## src/rtl/pipeline_hazard_ctrl.sv

```systemverilog
// pipeline_hazard_ctrl
// Sequencing controller for the 4-stage vector ASIP pipeline
// (fetch, decode, execute, writeback/memory).
//
// It tracks in-flight register writes in a per-register scoreboard and
// stalls decode on read-after-write hazards, because the pipeline has no
// forwarding. It also holds fetch while a PC-writing instruction resolves,
// and flushes the wrong-path instruction when that branch is taken.
//
// Ports:
//   clk, rst                    clock; asynchronous active-low reset
//   dec_valid                   decode stage holds a real instruction
//   dec_rs1/2, _en, _vec        source selects, read enables, space (1 = vector)
//   dec_rd, dec_wr_sc/_vec      destination select and scalar/vector write enables
//   dec_pc_wr                   decoded instruction may write the PC
//   br_taken                    PC write enable at the writeback stage
//   stall_f                     hold PC and the fetch/decode pipe
//   bubble_de                   insert a NOP into the decode/execute pipe
//   flush_fd                    clear the fetch/decode pipe (one cycle)
//   busy                        scoreboard non-empty or state != RUN
//   state                       00 RUN, 01 BR_WAIT, 10 REFILL
//   err                         sticky: br_taken seen outside BR_WAIT
module pipeline_hazard_ctrl #(
    parameter int SEL_BITS = 4,
    parameter int WB_LAT   = 3,
    parameter int BR_LAT   = 2
) (
    input  logic                clk,
    input  logic                rst,
    input  logic                dec_valid,
    input  logic [SEL_BITS-1:0] dec_rs1,
    input  logic [SEL_BITS-1:0] dec_rs2,
    input  logic                dec_rs1_en,
    input  logic                dec_rs2_en,
    input  logic                dec_rs1_vec,
    input  logic                dec_rs2_vec,
    input  logic [SEL_BITS-1:0] dec_rd,
    input  logic                dec_wr_sc,
    input  logic                dec_wr_vec,
    input  logic                dec_pc_wr,
    input  logic                br_taken,
    output logic                stall_f,
    output logic                bubble_de,
    output logic                flush_fd,
    output logic                busy,
    output logic [1:0]          state,
    output logic                err
);

    localparam int NREG = 1 << SEL_BITS;
    localparam int CW   = (WB_LAT < 1) ? 1 : $clog2(WB_LAT + 1);
    localparam int BW   = (BR_LAT < 1) ? 1 : $clog2(BR_LAT + 1);

    localparam logic [CW-1:0] WB_LOAD = CW'(WB_LAT);
    localparam logic [BW-1:0] BR_LOAD = BW'(BR_LAT);

    localparam logic [1:0] RUN     = 2'b00;
    localparam logic [1:0] BR_WAIT = 2'b01;
    localparam logic [1:0] REFILL  = 2'b10;

    logic [CW-1:0]   cnt_sc  [NREG];
    logic [CW-1:0]   cnt_vec [NREG];
    logic [NREG-1:0] pend_sc;
    logic [NREG-1:0] pend_vec;
    logic [BW-1:0]   br_cnt;
    logic [BW-1:0]   br_cnt_nxt;
    logic [1:0]      state_nxt;
    logic            rs1_pend;
    logic            rs2_pend;
    logic            haz;
    logic            issue;

    always_comb begin
        pend_sc  = '0;
        pend_vec = '0;
        for (int i = 0; i < NREG; i++) begin
            pend_sc[i]  = (cnt_sc[i]  != '0);
            pend_vec[i] = (cnt_vec[i] != '0);
        end
    end

    assign rs1_pend = dec_rs1_vec ? pend_vec[dec_rs1] : pend_sc[dec_rs1];
    assign rs2_pend = dec_rs2_vec ? pend_vec[dec_rs2] : pend_sc[dec_rs2];

    // The hazard is evaluated in every state; it only blocks issue in RUN,
    // and outside RUN the FSM stalls decode by itself.
    assign haz   = dec_valid & ((dec_rs1_en & rs1_pend) | (dec_rs2_en & rs2_pend));
    assign issue = dec_valid & (state == RUN) & ~haz;

    // Scoreboard: a load on issue takes priority over the per-cycle decrement.
    always_ff @(posedge clk or negedge rst) begin
        if (!rst) begin
            for (int i = 0; i < NREG; i++) begin
                cnt_sc[i]  <= '0;
                cnt_vec[i] <= '0;
            end
        end else begin
            for (int i = 0; i < NREG; i++) begin
                if (issue && dec_wr_sc && (dec_rd == SEL_BITS'(i)))
                    cnt_sc[i] <= WB_LOAD;
                else if (cnt_sc[i] != '0)
                    cnt_sc[i] <= cnt_sc[i] - 1'b1;

                if (issue && dec_wr_vec && (dec_rd == SEL_BITS'(i)))
                    cnt_vec[i] <= WB_LOAD;
                else if (cnt_vec[i] != '0)
                    cnt_vec[i] <= cnt_vec[i] - 1'b1;
            end
        end
    end

    // Branch FSM. BR_WAIT leaves on the cycle br_cnt would reach zero, so a
    // not-taken branch occupies exactly BR_LAT cycles in BR_WAIT.
    always_comb begin
        state_nxt  = state;
        br_cnt_nxt = br_cnt;
        case (state)
            RUN: begin
                if (issue && dec_pc_wr) begin
                    state_nxt  = BR_WAIT;
                    br_cnt_nxt = BR_LOAD;
                end
            end
            BR_WAIT: begin
                if (br_taken) begin
                    state_nxt  = REFILL;
                    br_cnt_nxt = '0;
                end else if (br_cnt <= BW'(1)) begin
                    state_nxt  = RUN;
                    br_cnt_nxt = '0;
                end else begin
                    br_cnt_nxt = br_cnt - 1'b1;
                end
            end
            REFILL: begin
                state_nxt = RUN;
            end
            default: begin
                state_nxt  = RUN;
                br_cnt_nxt = '0;
            end
        endcase
    end

    always_ff @(posedge clk or negedge rst) begin
        if (!rst) begin
            state  <= RUN;
            br_cnt <= '0;
            err    <= 1'b0;
        end else begin
            state  <= state_nxt;
            br_cnt <= br_cnt_nxt;
            if (br_taken && (state != BR_WAIT))
                err <= 1'b1;
        end
    end

    // REFILL lets fetch run from the new PC but still bubbles decode, since
    // the fetch/decode pipe was just cleared.
    assign stall_f   = ((state == RUN) & haz) | (state == BR_WAIT);
    assign bubble_de = ((state == RUN) & haz) | (state == BR_WAIT) | (state == REFILL);
    assign flush_fd  = (state == BR_WAIT) & br_taken;
    assign busy      = (|pend_sc) | (|pend_vec) | (state != RUN);

endmodule
```

## config.mk

```make
export PLATFORM = sky130hd
export DESIGN_NAME = pipeline_hazard_ctrl
export DESIGN_NICKNAME = d
export VERILOG_FILES = /design/src/rtl/pipeline_hazard_ctrl.sv
export SDC_FILE = /design/constraint.sdc
export NUM_CORES = 1
export LEC_CHECK = 0
export BUFFER_PORTS_ARGS = -buffer_cell sky130_fd_sc_hd__clkbuf_2
export CAP_MARGIN = 20
export CORE_MARGIN = 1
export CORE_UTILIZATION = 63
export CTS_BUF_LIST = sky130_fd_sc_hd__clkbuf_2 sky130_fd_sc_hd__clkbuf_4 sky130_fd_sc_hd__clkbuf_8
export CTS_CLUSTER_SIZE = 16
export DETAILED_ROUTE_END_ITERATION = 7
export PLACE_DENSITY = 0.82
export SYNTH_ARGS = -nofsm -noshare
export SYNTH_HDL_FRONTEND = slang
export SYNTH_SLANG_ARGS = --single-unit
```

## constraint.sdc

```tcl
create_clock -name clk -period 3 [get_ports clk]
set_clock_uncertainty 0.05 [all_clocks]
set_input_delay 0.6 -clock clk [delete_from_list [all_inputs] [get_ports clk]]
set_output_delay 0.6 -clock clk [all_outputs]
set_load 0.03 [all_outputs]
```

==> metrics.md, run 1 <==
| Metric | Value |
|---|---|
| Kind of end point of the critical path | `output pin` |
| Ys async rst share | `100%` |
| Drt first pass iters | `7` |
| DRC | `0` |
| Most frequent cell after synthesis | `dfrtp_1` |
| P_sw | `3080 uW` |
| Slew Limit Headroom | `34.7%` |
| Total power | `7300 uW` |
| Wirelength per Cell | `21.0 um` |
| Clock latency on the worst-skew pair | `360 ps` |
| Int Power | `4220 uW` |
| Hold Violations, Final | `0` |
| Share of total power in sequential cells | `23.9%` |
| GR Util met3 | `6.22%` |
| Switch share | `42.2%` |
| Post-synthesis cell area | `0.00465 mm^2` |
| I/O Pins | `30` |
| CTS clk-pin slew, worst paths | `80 ps` |
| Hold-fix buffer count after cts | `0` |
| Util after Layout | `84.1%` |
| Failing checks | `setup timing` |
| Cells after Synth | `459` |
| Most frequent cells after synthesis | `dfrtp_1, inv_1, nor2_1` |
| Antenna-violating nets left | `0` |
| Critical path class | `register to output pin` |
| Slowest CP cell | `mux4_2` |
| EDFF count, synth | `0` |
| CTS H-tree lvls | `3` |
| IO buf count | `29` |
| Crit-path max FO | `6` |
| Family with the most delay on the worst path | `compound AO/OA/AOI/OAI gates` |
| Cell taking the most area after synthesis | `dfrtp_1` |
| Met1 Usage GRT | `39.8%` |
| Chip height | `88.0 um` |
| GRT Total Usage | `34.6%` |
| Total gr overflow | `0` |
| Max stage delay on crit path | `520 ps` |
| YS warnings | `0` |
| Worst-margin pin slew | `977 ps` |
| CTS Buf Count | `9` |
| Synth-to-Final Area Change | `26.1%` |
| Synth top area share | `37.1%` |
| Initial Utilization | `66.7%` |
| Status | `complete, but fails checks` |
| Power per cell area | `1240 mW/mm^2` |
| CTS tree | `yes` |
| Synth unique cells | `45` |
| Number of global-route vias before repair | `4062` |
| Clk network pwr share | `12.1%` |
| Pins Over Slew Limit | `0` |
| Largest net degree at the start of global routing | `51` |
| Ant. Diodes | `0` |
| Core area | `0.00698 mm^2` |
| Hold Path Class | `primary input to async pin` |
| Root Driver | `clkbuf_8` |
| Routed vias | `4214` |
| Num rows | `30` |
| First-pass GRT wire length | `19600 um` |
| Number of fill cells in the layout | `366` |
| Synthesized flop and latch total | `69` |
| Setup crit start kind | `register` |
| Clock Path Buffers | `2` |
| Critical path depth | `9` |
| Die area | `0.00774 mm^2` |
| Top FF cell, synth | `dfrtp_1` |
| Initial antenna violation count | `0` |
| WP data arrival | `2580 ps` |
| Die W | `88.0 um` |
| Routed WL | `13600 um` |
| Unrepaired setup endpoints after global routing | `true` |
| Register area share after synthesis | `37.1%` |
| Clock sinks | `69` |
| Busiest grt layer | `met2` |
| Vias per cell | `6.49` |
| Share of cells above drive strength 1 | `39.2%` |
| FMAX | `310 MHz` |
| CP cell instances | `inv_1 -> ha_4 -> mux2i_1 -> mux4_2 -> o21ai_2 -> a211o_1 -> o32a_1 -> o22ai_2 -> clkbuf_8` |
| Setup TNS | `-446 ps` |
| Max-cap viol count | `0` |
| Static leakage | `0.00269 uW` |
| Setup crit start | `cnt_sc[10]` |
| Post-DP HPWL | `7810 um` |
| Final worst-path setup slack | `-231 ps` |
| Buf/Inv on CP | `2` |
| Fin nets | `603` |
| Worst r2r src | `cnt_sc[10]` |
| GPL Wtd Cong | `0.902` |
| Met2 Use GR | `59.8%` |
| Combinational Power Share | `64.0%` |
| Final cycle utilization of the critical path | `108%` |
| Syn_area_per_cell | `10.1 um^2` |
| Cells taking the most area after synthesis | `dfrtp_1, o31ai_2, ha_1, xor2_1, inv_1` |
| Req. time, crit path | `2350 ps` |
| Syn Nets | `514` |
| Initial DRC count | `525` |
| Min cycle time layout | `3230 ps` |
| FF-to-FF path depth | `11` |
| Setup-failing EPs final | `3` |
| Worst IR Drop VDD | `716 uV` |
layout by cell type (no fill, tap or decap), types with 2 or more instances in the layout:
cell        netlist  layout
nand3_1           5       5
inv_2             0      19
nand2_1          10      10
mux2i_1          25      24
dfrtp_1          69      69
o31ai_1          26      26
a21oi_1          33      33
nor2_1           39      39
nor2b_1           3       3
mux4_2            6       6
o31ai_2          38      38
a211oi_2          2       2
o21ai_1           0       2
buf_4             2      70
ha_2              0      11
and3_1            3       3
ha_1             32       3
buf_12            2       4
clkbuf_2          0      24
clkbuf_8          0      11
a22oi_1           2       2
clkbuf_4          0       2
xor2_1           32      32
and2_1            2       2
inv_1            67      48
clkinvlp_4        0       2
nand3b_1          9       9
nand4_1           8       8
o21ai_0           5       2
ha_4              0      18
bufinv_16         0       2
final cells by class:
cell class	instances	area [um^2]	area share, %
multi-input combinational	300	2790	47.5
tap	96	120	2.05
clock buffer	11	145	2.47
clock inverter	5	83.8	1.43
inverter	67	251	4.28
sequential	69	1730	29.4
timing repair buffer	101	752	12.8
registers in the layout (all words and copies together) (netlist names):
register / count
br_cnt: 2
cnt_sc: 32
cnt_vec: 32
err: 1
state: 2
kinds of logic (layout without fill, tap and decap cells):
logic type,count (synthesis),in the layout,share of synthesized area [%]
and+or+nand+nor,86,86,9.22
adders and majority gates,32,32,8.60
xor gates and xnor gates,32,32,6.02
AOI/OAI and AO/OA,118,118,21.6
buffers and inverters,90,184,8.92
muxes,32,32,8.52
DFF,69,69,37.1
power by group through the flow:
| stage | clock [uW] | sequential, uW | combinational, uW |
|---|---|---|---|
| 2_1_floorplan | 0 | 1680 | 2670 |
| 3_3_place_gp | 0 | 1700 | 3220 |
| 3_5_place_dp | 0 | 1740 | 3470 |
| 4_1_cts | 884 | 1720 | 4020 |
| 5_1_grt | 926 | 1790 | 5080 |
| 6_report | 884 | 1740 | 4670 |
per-stage QoR:
step / setup slack, ps / cell area, um^2 / std cells / hold slack, ps
after floorplan: -85.2 / 4660 / 459 / 254
after global placement: -34.1 / 5040 / 590 / 392
after detailed placement: -111 / 5040 / 590 / 406
after CTS: -154 / 5590 / 617 / 181
after global routing: -283 / 5870 / 649 / 207
final: -231 / 5870 / 649 / 167
final timing paths:
| check | slack (ps) | end |
|---|---|---|
| min in group clk | 420 | err |
| worst min register to register | 420 | err |
| max in group asynchronous | 1950 | cnt_sc[21] |
| worst max-delay path | -230 | bubble_de |
| worst max register to register | 300 | cnt_vec[10] |
| worst min-delay path | 170 | cnt_vec[12] |
per-layer routing:
metal	routed length, um	up-vias
li1	-	1807
met1	4930	1995
met2	6800	314
met3	1210	98
met4	684	0
met5	0	-
what timing repair did:
item | CTS | global route
pin swaps | 8 | 20
gates resized for setup | 50 | 29
buffers inserted | 11 | 32
setup endpoints to repair | 3 | 3
Power figures use the tool's default switching activity.
==> inputs of run 2 (changes only) <==
Settings changed: CORE_UTILIZATION 63 to 57, PLACE_DENSITY 0.82 to 0.79.
Clock period 3 ns to 2.61 ns, I/O delays scaled along.
==> run 2 against run 1 <==
  * Critical path depth down 1
  * Hold slack improved by 14 ps
  * Via count up 6.5%
  * Die area up 10%
  * Critical endpoint unchanged
  * Clock power is 27% higher
  * Largest power group unchanged
  * The flow still finishes with violations (setup timing)
  * Total power up 25%
  * Cell count up 7.1%
  * Register-to-register slack got worse by 300 ps
==> metrics.md, run 2 (synthesized netlist as in run 1, its figures left out) <==
| Metric | Value |
|---|---|
| Num rows | `32 (+6.7%)` |
| Total gr overflow | `0 (unchanged)` |
| Drt first pass iters | `5 (-2)` |
| Initial DRC count | `501 (-4.6%)` |
| Setup crit start kind | `register` |
| Routed WL | `15200 um (+11%)` |
| Clock Path Buffers | `2 (unchanged)` |
| Vias per cell | `6.46 (-0.55%)` |
| Power per cell area | `1440 mW/mm^2 (+16%)` |
| WP data arrival | `2530 ps (-50 ps)` |
| CTS tree | `yes` |
| CTS H-tree lvls | `3 (unchanged)` |
| Synth-to-Final Area Change | `35.9%` |
| Post-Layout Inst Area | `0.00632 mm^2 (+7.7%)` |
| Biggest registers after layout | `cnt_sc (32), cnt_vec (32)` |
| Kind of end point of the critical path | `output pin` |
| Max-cap viol count | `0 (unchanged)` |
| Die area | `0.00853 mm^2 (+10%)` |
| Max stage delay on crit path | `480 ps (-40 ps)` |
| Final worst-path setup slack | `-495 ps (-264 ps)` |
| Flip-flop and latch area | `0.00173 mm^2 (unchanged)` |
| Antenna-violating nets left | `0 (unchanged)` |
| Initial antenna violation count | `0 (unchanged)` |
| Initial Utilization | `59.6% (-7.1 points)` |
| Slew Limit Headroom | `49.7% (+15 points)` |
| Chip height | `92.4 um (+5.0%)` |
| Crit-path max FO | `3 (-3)` |
| GPL Wtd Cong | `0.916 (+1.5%)` |
| Ant. Diodes | `0 (unchanged)` |
| Setup crit start | `cnt_vec[28]` |
| Worst-margin pin slew | `755 ps (-222 ps)` |
| Static leakage | `0.00295 uW (+9.6%)` |
| FMAX | `322 MHz` |
| CP cell instances | `inv_1 -> ha_4 -> mux4_2 -> mux2i_4 -> a211oi_4 -> o32a_4 -> o22ai_4 -> buf_8` |
| I/O Pins | `30 (unchanged)` |
| FF-to-FF path depth | `9 (-2)` |
| Slowest CP cell | `mux4_2` |
| Hold Path Class | `primary input to async pin` |
| Most frequent cells in the layout | `buf_4, dfrtp_1, inv_1, o31ai_2, nor2_1` |
| Fin nets | `643 (+6.6%)` |
| Pre-CTS WS | `-437 ps (-326 ps)` |
| Share of cells above drive strength 1 | `43.8% (+4.6 points)` |
| GRT Total Usage | `32.5% (-2.2 points)` |
| Area of the multi-input gates | `0.00285 mm^2 (+2.0%)` |
| Commonest non-fill, non-tap cell in the layout | `buf_4` |
| Setup TNS | `-1380 ps (-938 ps)` |
| Root Driver | `clkbuf_8` |
| Setup-failing EPs final | `4 (+1)` |
| Worst r2r src | `cnt_sc[11]` |
| Wirelength per Cell | `21.8 um (+3.9%)` |
| First-pass GRT wire length | `20900 um (+6.9%)` |
| Critical path class | `register to output pin` |
| Min cycle time layout | `3100 ps` |
| Unrepaired setup endpoints after global routing | `true` |
| IO buf count | `29 (unchanged)` |
| Number of fill cells in the layout | `423 (+16%)` |
| Placed cell area | `0.00558 mm^2 (+11%)` |
| Die W | `92.4 um (+5.0%)` |
| Largest net degree at the start of global routing | `40 (-22%)` |
| CTS Buf Count | `9 (unchanged)` |
| Pins Over Slew Limit | `0 (unchanged)` |
| Post-DP HPWL | `8470 um (+8.5%)` |
| Number of global-route vias before repair | `4318 (+6.3%)` |
| Final cycle utilization of the critical path | `119%` |
| Failing checks | `setup timing` |
| Hold Violations, Final | `0 (unchanged)` |
| Req. time, crit path | `2040 ps (-310 ps)` |
| Core area | `0.00781 mm^2 (+12%)` |
| Routed vias | `4488 (+6.5%)` |
| DRC | `0 (unchanged)` |
| Clock sinks | `69 (unchanged)` |
| Worst IR Drop VDD | `712 uV (-0.61%)` |
| Status | `complete, but fails checks` |
| Hold-fix buffer count after cts | `0 (unchanged)` |
| Clock latency on the worst-skew pair | `360 ps (about the same)` |
| CTS clk-pin slew, worst paths | `80 ps (about the same)` |
[run 2: changes by cell type in the layout (fill, tap and decap cells not counted), sizes merged]
| cell | before | now |
|---|---|---|
| buf | 75 | 115 |
| bufinv | 2 | 3 |
| clkinvlp | 2 | 1 |
[run 2: per-layer routing]
layer | up-vias | part of all wire (%) | track usage (%)
li1 | 1884 | - | -
met1 | 2186 | 37 | 38.6
met2 | 318 | 50 | 56.9
met3 | 100 | 7.8 | 5.67
met4 | 0 | 5.7 | 15.4
met5 | - | 0 | 0
[run 2: metrics by stage]
stage          cells  hold slack, ps  power (uW)  util [%]
3_3_place_gp     663             391        6320      71.5
4_1_cts          688             178        8210      77.7
5_1_grt          695             225        9630      81.0
3_5_place_dp     663             404        6690      71.5
6_report         695             180        9130      81.0
2_1_floorplan    459             176        5030         -
[run 2: power breakdown]
group | switching [uW] | total, uW | internal, uW
Combinational | 3040 | 6020 | 2980
Clock | 430 | 1120 | 688
Sequential | 334 | 2000 | 1660
Total | 3800 | 9130 | 5330
[run 2: path summary, 6_finish.rpt]
| kind | endpoint | slack [ps] |
|---|---|---|
| max | bubble_de | -490 |
| min | cnt_vec[15] | 180 |
| max reg2reg | cnt_vec[20] | 0 |
| min reg2reg | err | 420 |
| max in group asynchronous | cnt_sc[7] | 1650 |
| min in group clk | err | 350 |
[run 2: critical path: cells and delay by family, from the launching register on]
kind | cells | cell delay, ps
fa+ha+maj | 1 | 180
mux | 2 | 690
flops | 1 | 390
compound gates | 3 | 680
buf+inv | 2 | 240
[run 2: cell type report]
type | instances | area share, %
inverter | 67 | 3.98
sequential | 69 | 27.3
clock buffer | 11 | 2.39
timing repair buffer | 141 | 17.6
tap | 102 | 2.02
clock inverter | 5 | 1.68
multi-input combinational | 300 | 45.0
[run 2: what timing repair did]
| item | in CTS | in global routing |
|---|---|---|
| pin swaps | 15 | 15 |
| gates cloned | 0 | 1 |
| setup buffers | 9 | 7 |
| gates resized for setup | 41 | 47 |
| setup endpoints to repair | 3 | 68 |
